**config.mk**
```make
export PLATFORM = sky130hd
export DESIGN_NAME = adder_measure_seq
export DESIGN_NICKNAME = d
export VERILOG_FILES = /design/src/rtl/adder_measure_seq.sv
export SDC_FILE = /design/constraint.sdc
export NUM_CORES = 1
export LEC_CHECK = 0
export CAP_MARGIN = 10
export CORE_MARGIN = 2
export CORE_UTILIZATION = 54
export CTS_CLUSTER_DIAMETER = 200
export CTS_CLUSTER_SIZE = 20
export DETAILED_ROUTE_END_ITERATION = 7
export GPL_ROUTABILITY_DRIVEN = 0
export HOLD_SLACK_MARGIN = 0.15
export PLACE_DENSITY = 0.89
export SYNTH_ARGS = -nofsm -noshare
export SYNTH_HDL_FRONTEND = slang
export SYNTH_SLANG_ARGS = --single-unit
```
**constraint.sdc**
```tcl
create_clock -name wb_clk_i -period 6.6 [get_ports wb_clk_i]
set_input_delay 1.32 -clock wb_clk_i [delete_from_list [all_inputs] [get_ports wb_clk_i]]
set_output_delay 1.32 -clock wb_clk_i [all_outputs]
set_load 0.05 [all_outputs]
```
**src/rtl/adder_measure_seq.sv**
```systemverilog
// adder_measure_seq: sequences repeated runs of an instrumented adder and collects sum/delay statistics
// Ports:
//   wb_clk_i, wb_rst_n        clock, synchronous active-low reset
//   start, a_in, b_in         sequence request and operands (sampled when idle)
//   num_runs                  number of runs, 0 behaves as 1
//   adder_a/b, adder_run      registered operands and run enable towards the adder
//   adder_done/sum/count      result handshake, sum and delay count from the adder
//   busy, done                sequence in progress, one-cycle end-of-sequence pulse
//   last_sum, min/max_count   latest sum and delay extremes over completed runs
//   err_count, timeout_flag   saturating error count, sticky timeout indicator
module adder_measure_seq #(
   parameter int WIDTH   = 32,
   parameter int RUNS_W  = 8,
   parameter int TIMEOUT = 1023,
   parameter int SETTLE  = 4
) (
   input  logic              wb_clk_i,
   input  logic              wb_rst_n,
   input  logic              start,
   input  logic [WIDTH-1:0]  a_in,
   input  logic [WIDTH-1:0]  b_in,
   input  logic [RUNS_W-1:0] num_runs,
   output logic [WIDTH-1:0]  adder_a,
   output logic [WIDTH-1:0]  adder_b,
   output logic              adder_run,
   input  logic              adder_done,
   input  logic [WIDTH-1:0]  adder_sum,
   input  logic [WIDTH-1:0]  adder_count,
   output logic              busy,
   output logic              done,
   output logic [WIDTH-1:0]  last_sum,
   output logic [WIDTH-1:0]  min_count,
   output logic [WIDTH-1:0]  max_count,
   output logic [RUNS_W-1:0] err_count,
   output logic              timeout_flag
);
   localparam int TW = $clog2(TIMEOUT + 1);
   localparam int SW = $clog2(SETTLE + 1);
   localparam logic [2:0] S_IDLE    = 3'd0;
   localparam logic [2:0] S_LOAD    = 3'd1;
   localparam logic [2:0] S_RUN     = 3'd2;
   localparam logic [2:0] S_CAPTURE = 3'd3;
   localparam logic [2:0] S_SETTLE  = 3'd4;
   localparam logic [2:0] S_FINISH  = 3'd5;
   logic [2:0]        state;
   logic [RUNS_W-1:0] remaining;
   logic [TW-1:0]     tcnt;
   logic [SW-1:0]     scnt;
   logic [WIDTH-1:0]  ref_sum;
   logic [RUNS_W-1:0] err_inc;
   assign ref_sum   = adder_a + adder_b;
   assign err_inc   = (err_count == '1) ? err_count : err_count + RUNS_W'(1);
   assign adder_run = state == S_RUN;
   assign done      = state == S_FINISH;
   always_ff @(posedge wb_clk_i) begin
      if (!wb_rst_n) begin
         state        <= S_IDLE;
         adder_a      <= '0;
         adder_b      <= '0;
         remaining    <= '0;
         tcnt         <= '0;
         scnt         <= '0;
         busy         <= 1'b0;
         last_sum     <= '0;
         min_count    <= '1;
         max_count    <= '0;
         err_count    <= '0;
         timeout_flag <= 1'b0;
      end else begin
         case (state)
            S_IDLE: if (start) begin
               adder_a      <= a_in;
               adder_b      <= b_in;
               remaining    <= (num_runs == '0) ? RUNS_W'(1) : num_runs;
               err_count    <= '0;
               timeout_flag <= 1'b0;
               min_count    <= '1;
               max_count    <= '0;
               busy         <= 1'b1;
               state        <= S_LOAD;
            end
            S_LOAD: begin
               tcnt  <= '0;
               state <= S_RUN;
            end
            // done takes priority over a timeout in the same cycle
            S_RUN: if (adder_done) state <= S_CAPTURE;
            else if (tcnt == TW'(TIMEOUT - 1)) begin
               err_count    <= err_inc;
               timeout_flag <= 1'b1;
               scnt         <= '0;
               state        <= S_SETTLE;
            end else tcnt <= tcnt + TW'(1);
            S_CAPTURE: begin
               last_sum  <= adder_sum;
               err_count <= (adder_sum != ref_sum) ? err_inc : err_count;
               min_count <= (adder_count < min_count) ? adder_count : min_count;
               max_count <= (adder_count > max_count) ? adder_count : max_count;
               scnt      <= '0;
               state     <= S_SETTLE;
            end
            S_SETTLE: if (scnt == SW'(SETTLE - 1)) begin
               remaining <= remaining - RUNS_W'(1);
               state     <= (remaining == RUNS_W'(1)) ? S_FINISH : S_LOAD;
            end else scnt <= scnt + SW'(1);
            S_FINISH: begin
               busy  <= 1'b0;
               state <= S_IDLE;
            end
            default: state <= S_IDLE;
         endcase
      end
   end
endmodule

```
### After elaboration in Yosys (flattened, before gate mapping)

Cells that the tools add are included.

* memories: 0
* bits of input ports: 140
* word-level logic and storage cells: 93
* register bits: 194
* bits in writable memories: 0
* bits in read-only memories: 0
* latch bits: 0

* $add $sub $neg: 5
* shift-type cells: 0
* reductions and logical operators: 19
* $lt $le $gt $ge: 2
* divide/modulo/power cells: 0
* multiplexer cells: 35
* multiply operators: 0
* bitwise operators: 0
* equal/unequal tests: 20

Operators by type and width (count)
* $mux W32: 4
* $pmux W32 S2: 2
* $mux W8: 8
* $add A32 B32 Y32: 1
* $gt A32 B32 Y1: 1
* $lt A32 B32 Y1: 1
* $ne A32 B32 Y1: 1
* $mux W3: 8
* $pmux W8 S3: 1
* $mux W10: 2
* $pmux W10 S2: 1
* $ne A2 B2 Y1 const B: 8
* $pmux W8 S2: 1
* $pmux W3 S5: 1
* $reduce_and A3 Y1: 5
* $add A10 B1 Y10 const B: 1
* $eq A10 B10 Y1 const B: 1
* $reduce_bool A2 Y1: 5
* $eq A3 B2 Y1 const B: 3
* $pmux W3 S3: 1
* $add A8 B1 Y8 const B: 1
* $eq A8 B1 Y1 const B: 1
* $eq A8 B8 Y1 const B: 1
* $logic_not A8 Y1: 1
* 13 further kinds: 21

### Logic depth before layout (Yosys ltp)

Gate-level depths: netlist of the first run.

* depth after elaboration: 5
* depth in mapped cells: 13
* gate-level depth less buffers: 12

### Worst setup path after synthesis of the first run

Ideal clock, no wire load.

* path kind: input port to flip-flop
* start: input adder_count[2]
* end: register max_count[10]
* data arrival time: 3.666 ns
* required time: 6.528 ns
* slack: 2.862 ns
* stages on the path: 12
* library setup time: 0.072 ns
* path through: ha_1 > a21o_1 > a21o_1 > a211o_1 > a21o_1 > a21o_1 > a21oi_1 > nor3_1 > o21a_1 > o21ai_1 > buf_2 > mux2i_1

* word-level cells in the longest chain between the ends: 3

RTL lines
* start: declaration: line 28 `input logic [WIDTH-1:0] adder_count,`
* $gt A32 B32 Y1: line 98 `max_count <= (adder_count > max_count) ? adder_count : max_count;`
* $ne A2 B2 Y1 (no source line)
* $reduce_and A3 Y1 (no source line)
* end signal: assignment: line 98
* end: declaration: line 33 `output logic [WIDTH-1:0] max_count,`

Every way passes these cells.
A chain may end at the register's enable or synchronous reset.

### Final worst setup path of the first run

* start: input adder_count[2]
* end: register max_count[27]

Same word-level chain as after synthesis.

==> results of run 1 <==
-- logic make-up after synthesis --
family,share of synthesized area (%)
compound gates,19.9
flops,32.2
fa+ha+maj,10.6
xor+xnor,3.62
buf+inv,5.07
simple gates,22.4
mux,6.16
-- flip-flops by register name (all words and copies together), names as in the netlist, 3 cells and up --
signal	flops
remaining	8
adder_a	32
max_count	32
scnt	3
state	3
err_count	8
min_count	32
last_sum	32
tcnt	10
adder_b	32
-- through the flow --
stage	hold slack (ns)	instances	utilization [%]
2_1_floorplan	0.441	1527	-
3_3_place_gp	0.450	2049	69.9
3_5_place_dp	0.458	2049	69.9
4_1_cts	0.468	2081	72.7
5_1_grt	0.489	2082	72.7
6_report	0.466	2082	72.7
-- how the worst min path moves through the flow --
stage                                           end                 startpoint  slack [ns]  depth (start not counted)
after floorplan                scnt[2]$_SDFFE_PN0P_       scnt[2]$_SDFFE_PN0P_        0.44                          2
after global placement         scnt[2]$_SDFFE_PN0P_       scnt[2]$_SDFFE_PN0P_        0.45                          2
after detailed placement   last_sum[4]$_SDFFE_PN0N_   last_sum[4]$_SDFFE_PN0N_        0.46                          2
after CTS                  last_sum[4]$_SDFFE_PN0N_   last_sum[4]$_SDFFE_PN0N_        0.47                          2
after global routing      last_sum[21]$_SDFFE_PN0N_  last_sum[21]$_SDFFE_PN0N_        0.49                          2
final                     last_sum[16]$_SDFFE_PN0N_  last_sum[16]$_SDFFE_PN0N_        0.47                          2
-- worst max-delay path, stage by stage --
cell and delay (ns):
sky130_fd_sc_hd__clkdlybuf4s50_1 0.48, sky130_fd_sc_hd__ha_1 0.35, sky130_fd_sc_hd__a21o_1 0.20, sky130_fd_sc_hd__a21o_1 0.18
sky130_fd_sc_hd__a211o_1 0.28, sky130_fd_sc_hd__a21o_1 0.18, sky130_fd_sc_hd__a21o_1 0.17, sky130_fd_sc_hd__a21oi_1 0.14
sky130_fd_sc_hd__nor3_1 0.08, sky130_fd_sc_hd__o21a_1 0.22, sky130_fd_sc_hd__o21ai_4 0.60, sky130_fd_sc_hd__buf_4 0.41
sky130_fd_sc_hd__mux2i_1 0.23
-- final cells by class --
type	instances	area, µm²	share of cell area, %
Multi-Input combinational cell	1176	7590	47.7
Sequential cell	194	3880	24.4
Timing Repair Buffer	320	3180	20.0
Clock buffer	18	439	2.76
Tap cell	280	350	2.20
Inverter	79	297	1.86
Clock inverter	14	170	1.07
Antenna cell	1	2.50	0.0157
-- per-layer routing --
layer / vias up / wire, µm
li1: 5823 / -
met1: 5715 / 14800
met2: 579 / 18000
met3: 140 / 2990
met4: 0 / 1780
met5: - / 0
-- cells in the mapped netlist (all sizes together) (18+ instances only) --
library cell  count  area, µm²
ha              101       1260
dfxtp           194       3880
mux2i            73        731
a21oi            71        359
clkbuf           61        229
a21boi          101        758
o21a             18        135
nor2             97        364
o21ai            49        245
a21o             33        248
nand3            24        120
inv              79        297
nand2           327       1230
nor2b            43        269
xor2             20        183
xnor2            29        254
nor3             23        115
nand4            34        213
-- report_power, final --
group	switching, µW	internal [µW]
registers	83.4	1250
clock network	514	553
logic	790	443
total	1390	2250
==> impl_metrics.env, run 1 <==
export IMPL_power_static_leakage_uw=0.00652
export IMPL_cts_setup_buffers=0
export IMPL_grt_remaining_overflow=0
export IMPL_timing_final_crit_period_ns=4.47
export IMPL_timing_critical_path_fanout_max=17
export IMPL_synth_edf_count=0
export IMPL_critical_path_reg2reg_startpoint="adder_a[0]$_SDFFE_PN0P_"
export IMPL_grt_usage_pct=31.2
export IMPL_dpl_instance_area_mm2=0.0153
export IMPL_number_of_synthesized_register_bits=194
export IMPL_ir_drop_mv=0.180
export IMPL_netlist_area_mm2=0.0121
export IMPL_sort_of_element_at_the_end_of_the_critical_path="flop"
export IMPL_remaining_drc_errors=0
export IMPL_portBuffers=311
export IMPL_dominantRegCellSynth="sky130_fd_sc_hd__dfxtp_1"
export IMPL_ios=312
export IMPL_initial_core_util_pct=55.1
export IMPL_timing_final_ws_setup_ns=2.13
export IMPL_design_die_area_mm2=0.0235
export IMPL_design_final_nets=2030
export IMPL_cts_htree_levels=4
export IMPL_setup_total_negative_slack_ns=0
export IMPL_post_route_clock_period_utilization_pct=67.8
export IMPL_timing_final_setup_violations=0
export IMPL_status="finished, final reports clean"
export IMPL_post_cts_resized=0
export IMPL_cp_endpoint="max_count[27]$_SDFFE_PN0P_"
export IMPL_layout_cells_most_common="sky130_fd_sc_hd__nand2_1"
export IMPL_final_layout_size_suffix_gt1_share_pct=3.05
export IMPL_area_delta_synth_final_pct=32.0
export IMPL_power_density_mw_per_mm2=228
export IMPL_type_of_the_most_critical_hold_path="reg -> reg"
export IMPL_grt_setup_unrepaired="false"
export IMPL_grt_busiest_layer="met2"
export IMPL_worst_skew_pair_latency_ns=0.44
export IMPL_cts_tree="done"
export IMPL_synth_sequential_area_ratio_pct=32.2
export IMPL_final_max_slew_viol_count=0
export IMPL_via_count_of_the_first_global_routing_pass=12100
export IMPL_most_common_layout_cells="sky130_fd_sc_hd__nand2_1, sky130_fd_sc_hd__clkdlybuf4s50_1, sky130_fd_sc_hd__dfxtp_1"
export IMPL_startpoint="adder_count[2]"
export IMPL_filler_instances=1671
export IMPL_p_total_uw=3630
export IMPL_regToRegEndpoint="err_count[7]$_SDFFE_PN0P_"
export IMPL_critPathKind="in -> reg"
export IMPL_hpwl_um=27500
export IMPL_vias=12300
export IMPL_drv_max_cap_violation_count=0
export IMPL_core_rowCount=54
export IMPL_worst_slew_pin_transition_ns=1.02
export IMPL_grt_use_met1_pct=37.1
export IMPL_worst_endpoint_arrival_ns=4.84
export IMPL_stdcell_area_mm2=0.0159
export IMPL_grt_met3_usage_pct=6.55
export IMPL_drtIter0Drc=907
export IMPL_die_width_um=153
export IMPL_grt_antenna_before_repair=1
export IMPL_worst_r2r_path_depth=12
export IMPL_clock_path_buffers=2
export IMPL_postRouteWirelength_um=37600
export IMPL_wire_length_of_the_first_global_routing_pass_um=60800
export IMPL_clk_pin_slew_worst_paths_ns=0.08
export IMPL_worst_endpoint_required_ns=6.96
export IMPL_post_placement_setup_slack_ns=1.74
export IMPL_floorplan_die_height_um=153
export IMPL_pin_count_of_the_biggest_net_entering_global_routing=118
export IMPL_yosysUniqueCellTypes=70
export IMPL_synth_avg_cell_area_um2=7.89
export IMPL_route_detailed_wl_per_inst_um=18.1
export IMPL_antenna_violating_nets_post_route=0
export IMPL_grt_met2_usage_pct=53.8
export IMPL_report_final_hold_viol_count=0
export IMPL_worst_slew_margin_rel_pct=32.0
export IMPL_startpoint_type="input pin"
export IMPL_cts_sink_count=194
export IMPL_max_freq_mhz=224
export IMPL_cts_buffers_inserted=17
export IMPL_clock_skew_ns=0.0139
export IMPL_vias_per_cell=5.89
export IMPL_yosysWarningCount=0
export IMPL_postSynthCellCount=1527
export IMPL_cts_hold_repair_buffers=0
export IMPL_core_area_mm2=0.0219
export IMPL_rrSetupSlack_ns=2.31
export IMPL_clockRootBuffer="sky130_fd_sc_hd__clkbuf_16"
export IMPL_number_of_search_and_repair_iterations_in_the_first_detailed_routing_pass=6
export IMPL_ys_async_sr_fraction_pct=0
export IMPL_syn_nets=1769
Power figures use the tool's default switching activity.
==> inputs of run 2 (changes only) <==
--- a/config.mk
+++ b/config.mk
@@ -7,13 +7,13 @@
 export LEC_CHECK = 0
 export CAP_MARGIN = 10
 export CORE_MARGIN = 2
-export CORE_UTILIZATION = 54
+export CORE_UTILIZATION = 45
 export CTS_CLUSTER_DIAMETER = 200
 export CTS_CLUSTER_SIZE = 20
 export DETAILED_ROUTE_END_ITERATION = 7
 export GPL_ROUTABILITY_DRIVEN = 0
 export HOLD_SLACK_MARGIN = 0.15
-export PLACE_DENSITY = 0.89
+export PLACE_DENSITY = 0.8
 export SYNTH_ARGS = -nofsm -noshare
 export SYNTH_HDL_FRONTEND = slang
 export SYNTH_SLANG_ARGS = --single-unit
==> constraint.sdc (replaced) <==
create_clock -name wb_clk_i -period 3.92 [get_ports wb_clk_i]
set_input_delay 0.784 -clock wb_clk_i [delete_from_list [all_inputs] [get_ports wb_clk_i]]
set_output_delay 0.784 -clock wb_clk_i [all_outputs]
set_load 0.05 [all_outputs]
==> impl_metrics.env, run 2 (same netlist as run 1, synthesis figures left out) <==
export IMPL_cts_tree="done"
export IMPL_num_antenna_cells=0
export IMPL_final_core_util_pct=61.3
export IMPL_multi_input_area_mm2=0.00759
export IMPL_clk_pin_slew_worst_paths_ns=0.07
export IMPL_startpoint_type="flop"
export IMPL_grt_setup_unrepaired="false"
export IMPL_cts_buffers_inserted=17
export IMPL_cts_htree_levels=4
export IMPL_drtIter0Drc=913
export IMPL_core_area_mm2=0.0262
export IMPL_finish_cell_count_without_fillers=2148
export IMPL_post_cts_resized=0
export IMPL_max_freq_mhz=269
export IMPL_setup_total_negative_slack_ns=0
export IMPL_hpwl_um=28900
export IMPL_cts_setup_buffers=0
export IMPL_clock_skew_ns=0.0122
export IMPL_vias=12200
export IMPL_design_die_area_mm2=0.0281
export IMPL_remaining_drc_errors=0
export IMPL_via_count_of_the_first_global_routing_pass=11900
export IMPL_library_cell_appearing_most_often_on_the_critical_path="sky130_fd_sc_hd__nand4_1"
export IMPL_grt_use_met1_pct=31.0
export IMPL_grt_usage_pct=26.3
export IMPL_cts_hold_repair_buffers=0
export IMPL_final_max_slew_viol_count=0
export IMPL_fin_hold_ws_ns=0.466
export IMPL_timing_final_setup_violations=0
export IMPL_worst_slew_pin_transition_ns=1.01
export IMPL_clockRootBuffer="sky130_fd_sc_hd__clkbuf_16"
export IMPL_status="finished, final reports clean"
export IMPL_post_route_clock_period_utilization_pct=95.0
export IMPL_grt_busiest_layer="met2"
export IMPL_type_of_the_most_critical_hold_path="reg -> reg"
export IMPL_slowest_delay_ns=0.51
export IMPL_final_layout_size_suffix_gt1_share_pct=3.70
export IMPL_number_of_search_and_repair_iterations_in_the_first_detailed_routing_pass=6
export IMPL_wire_length_of_the_first_global_routing_pass_um=60500
export IMPL_clock_path_buffers=2
export IMPL_report_final_hold_viol_count=0
export IMPL_timing_final_crit_period_ns=3.72
export IMPL_vias_per_cell=5.66
export IMPL_grt_met2_usage_pct=45.7
export IMPL_power_density_mw_per_mm2=380
export IMPL_route_detailed_wl_per_inst_um=17.7
export IMPL_worst_endpoint_required_ns=4.28
export IMPL_cts_sink_count=194
export IMPL_critPathKind="reg -> reg"
export IMPL_grt_antenna_before_repair=0
export IMPL_floorplan_die_height_um=168
export IMPL_worst_skew_pair_latency_ns=0.44
export IMPL_filler_instances=2267
export IMPL_timing_final_ws_setup_ns=0.198
export IMPL_sort_of_element_at_the_end_of_the_critical_path="flop"
export IMPL_worst_endpoint_arrival_ns=4.08
export IMPL_timing_critical_path_fanout_max=12
export IMPL_core_rowCount=59
export IMPL_layout_cells_most_common="sky130_fd_sc_hd__nand2_1"
export IMPL_area_occupied_by_registers_mm2=0.00388
export IMPL_initial_core_util_pct=46.0
export IMPL_grt_met3_usage_pct=6.33
export IMPL_drv_max_cap_violation_count=0
export IMPL_ios=312
export IMPL_power_static_leakage_uw=0.00658
export IMPL_die_width_um=168
export IMPL_cp_cell_sequence="ha_1 -> fa_1 -> a21o_1 -> a221o_1 -> a32o_1 -> a2111oi_0 -> nand4_1 -> nor4_1 -> nand4_1 -> buf_4 -> nand2_1 -> mux2i_1"
export IMPL_grt_remaining_overflow=0
export IMPL_design_final_nets=2043
export IMPL_portBuffers=311
export IMPL_area_delta_synth_final_pct=33.2
export IMPL_ir_drop_mv=0.274
export IMPL_placedCellCount=2117
export IMPL_postRouteWirelength_um=37900
export IMPL_most_common_layout_cells="sky130_fd_sc_hd__nand2_1, sky130_fd_sc_hd__clkdlybuf4s50_1, sky130_fd_sc_hd__dfxtp_1"
export IMPL_crit_path_top_delay_cell="sky130_fd_sc_hd__a2111oi_0"
export IMPL_pin_count_of_the_biggest_net_entering_global_routing=97
export IMPL_worst_slew_margin_rel_pct=32.3
export IMPL_post_placement_setup_slack_ns=0.0478
export IMPL_antenna_violating_nets_post_route=0
-- run 2: metrics by stage --
step	area (µm²)	total power, µW
finish	16100	6100
global placement	15500	4330
global route	16100	6380
detailed placement	15500	4360
CTS	16100	6110
floorplan	12100	3610
-- run 2: final cells by class --
| type | count | share of cell area (%) |
|---|---|---|
| Sequential cell | 194 | 24.2 |
| Multi-Input combinational cell | 1176 | 47.3 |
| Inverter | 79 | 1.85 |
| Tap cell | 335 | 2.61 |
| Clock buffer | 17 | 2.65 |
| Clock inverter | 14 | 0.888 |
| Timing Repair Buffer | 333 | 20.6 |
-- run 2: metal layers --
metal | wire length (µm) | vias up
met2 | 18200 | 477
met4 | 1310 | 0
met3 | 2860 | 114
met1 | 15500 | 5719
met5 | 0 | -
li1 | - | 5852
-- run 2: power by group --
part	leakage, µW	switching [µW]	internal, µW
sequential	0.00158	123	2100
clock	0.000286	854	900
combinational	0.00472	1350	766
-- run 2: path summary, 6_finish.rpt --
path | from | slack [ns] | to | depth (start not counted)
worst min-delay path | last_sum[29]$_SDFFE_PN0N_ | 0.47 | last_sum[29]$_SDFFE_PN0N_ | 2
worst max register to register | adder_a[0]$_SDFFE_PN0P_ | 0.20 | err_count[1]$_SDFFE_PN0P_ | 12
worst min register to register | last_sum[29]$_SDFFE_PN0N_ | 0.47 | last_sum[29]$_SDFFE_PN0N_ | 2
worst max-delay path | adder_a[0]$_SDFFE_PN0P_ | 0.20 | err_count[1]$_SDFFE_PN0P_ | 12
-- run 2: worst max-delay path, delay by kind of cell, from the launching register on --
kind,cells,cell delay [ns]
adders and majority gates,2,0.65
buffers and inverters,1,0.23
DFF,1,0.33
AOI/OAI and AO/OA,4,1.39
muxes,1,0.19
and+or+nand+nor,4,0.85
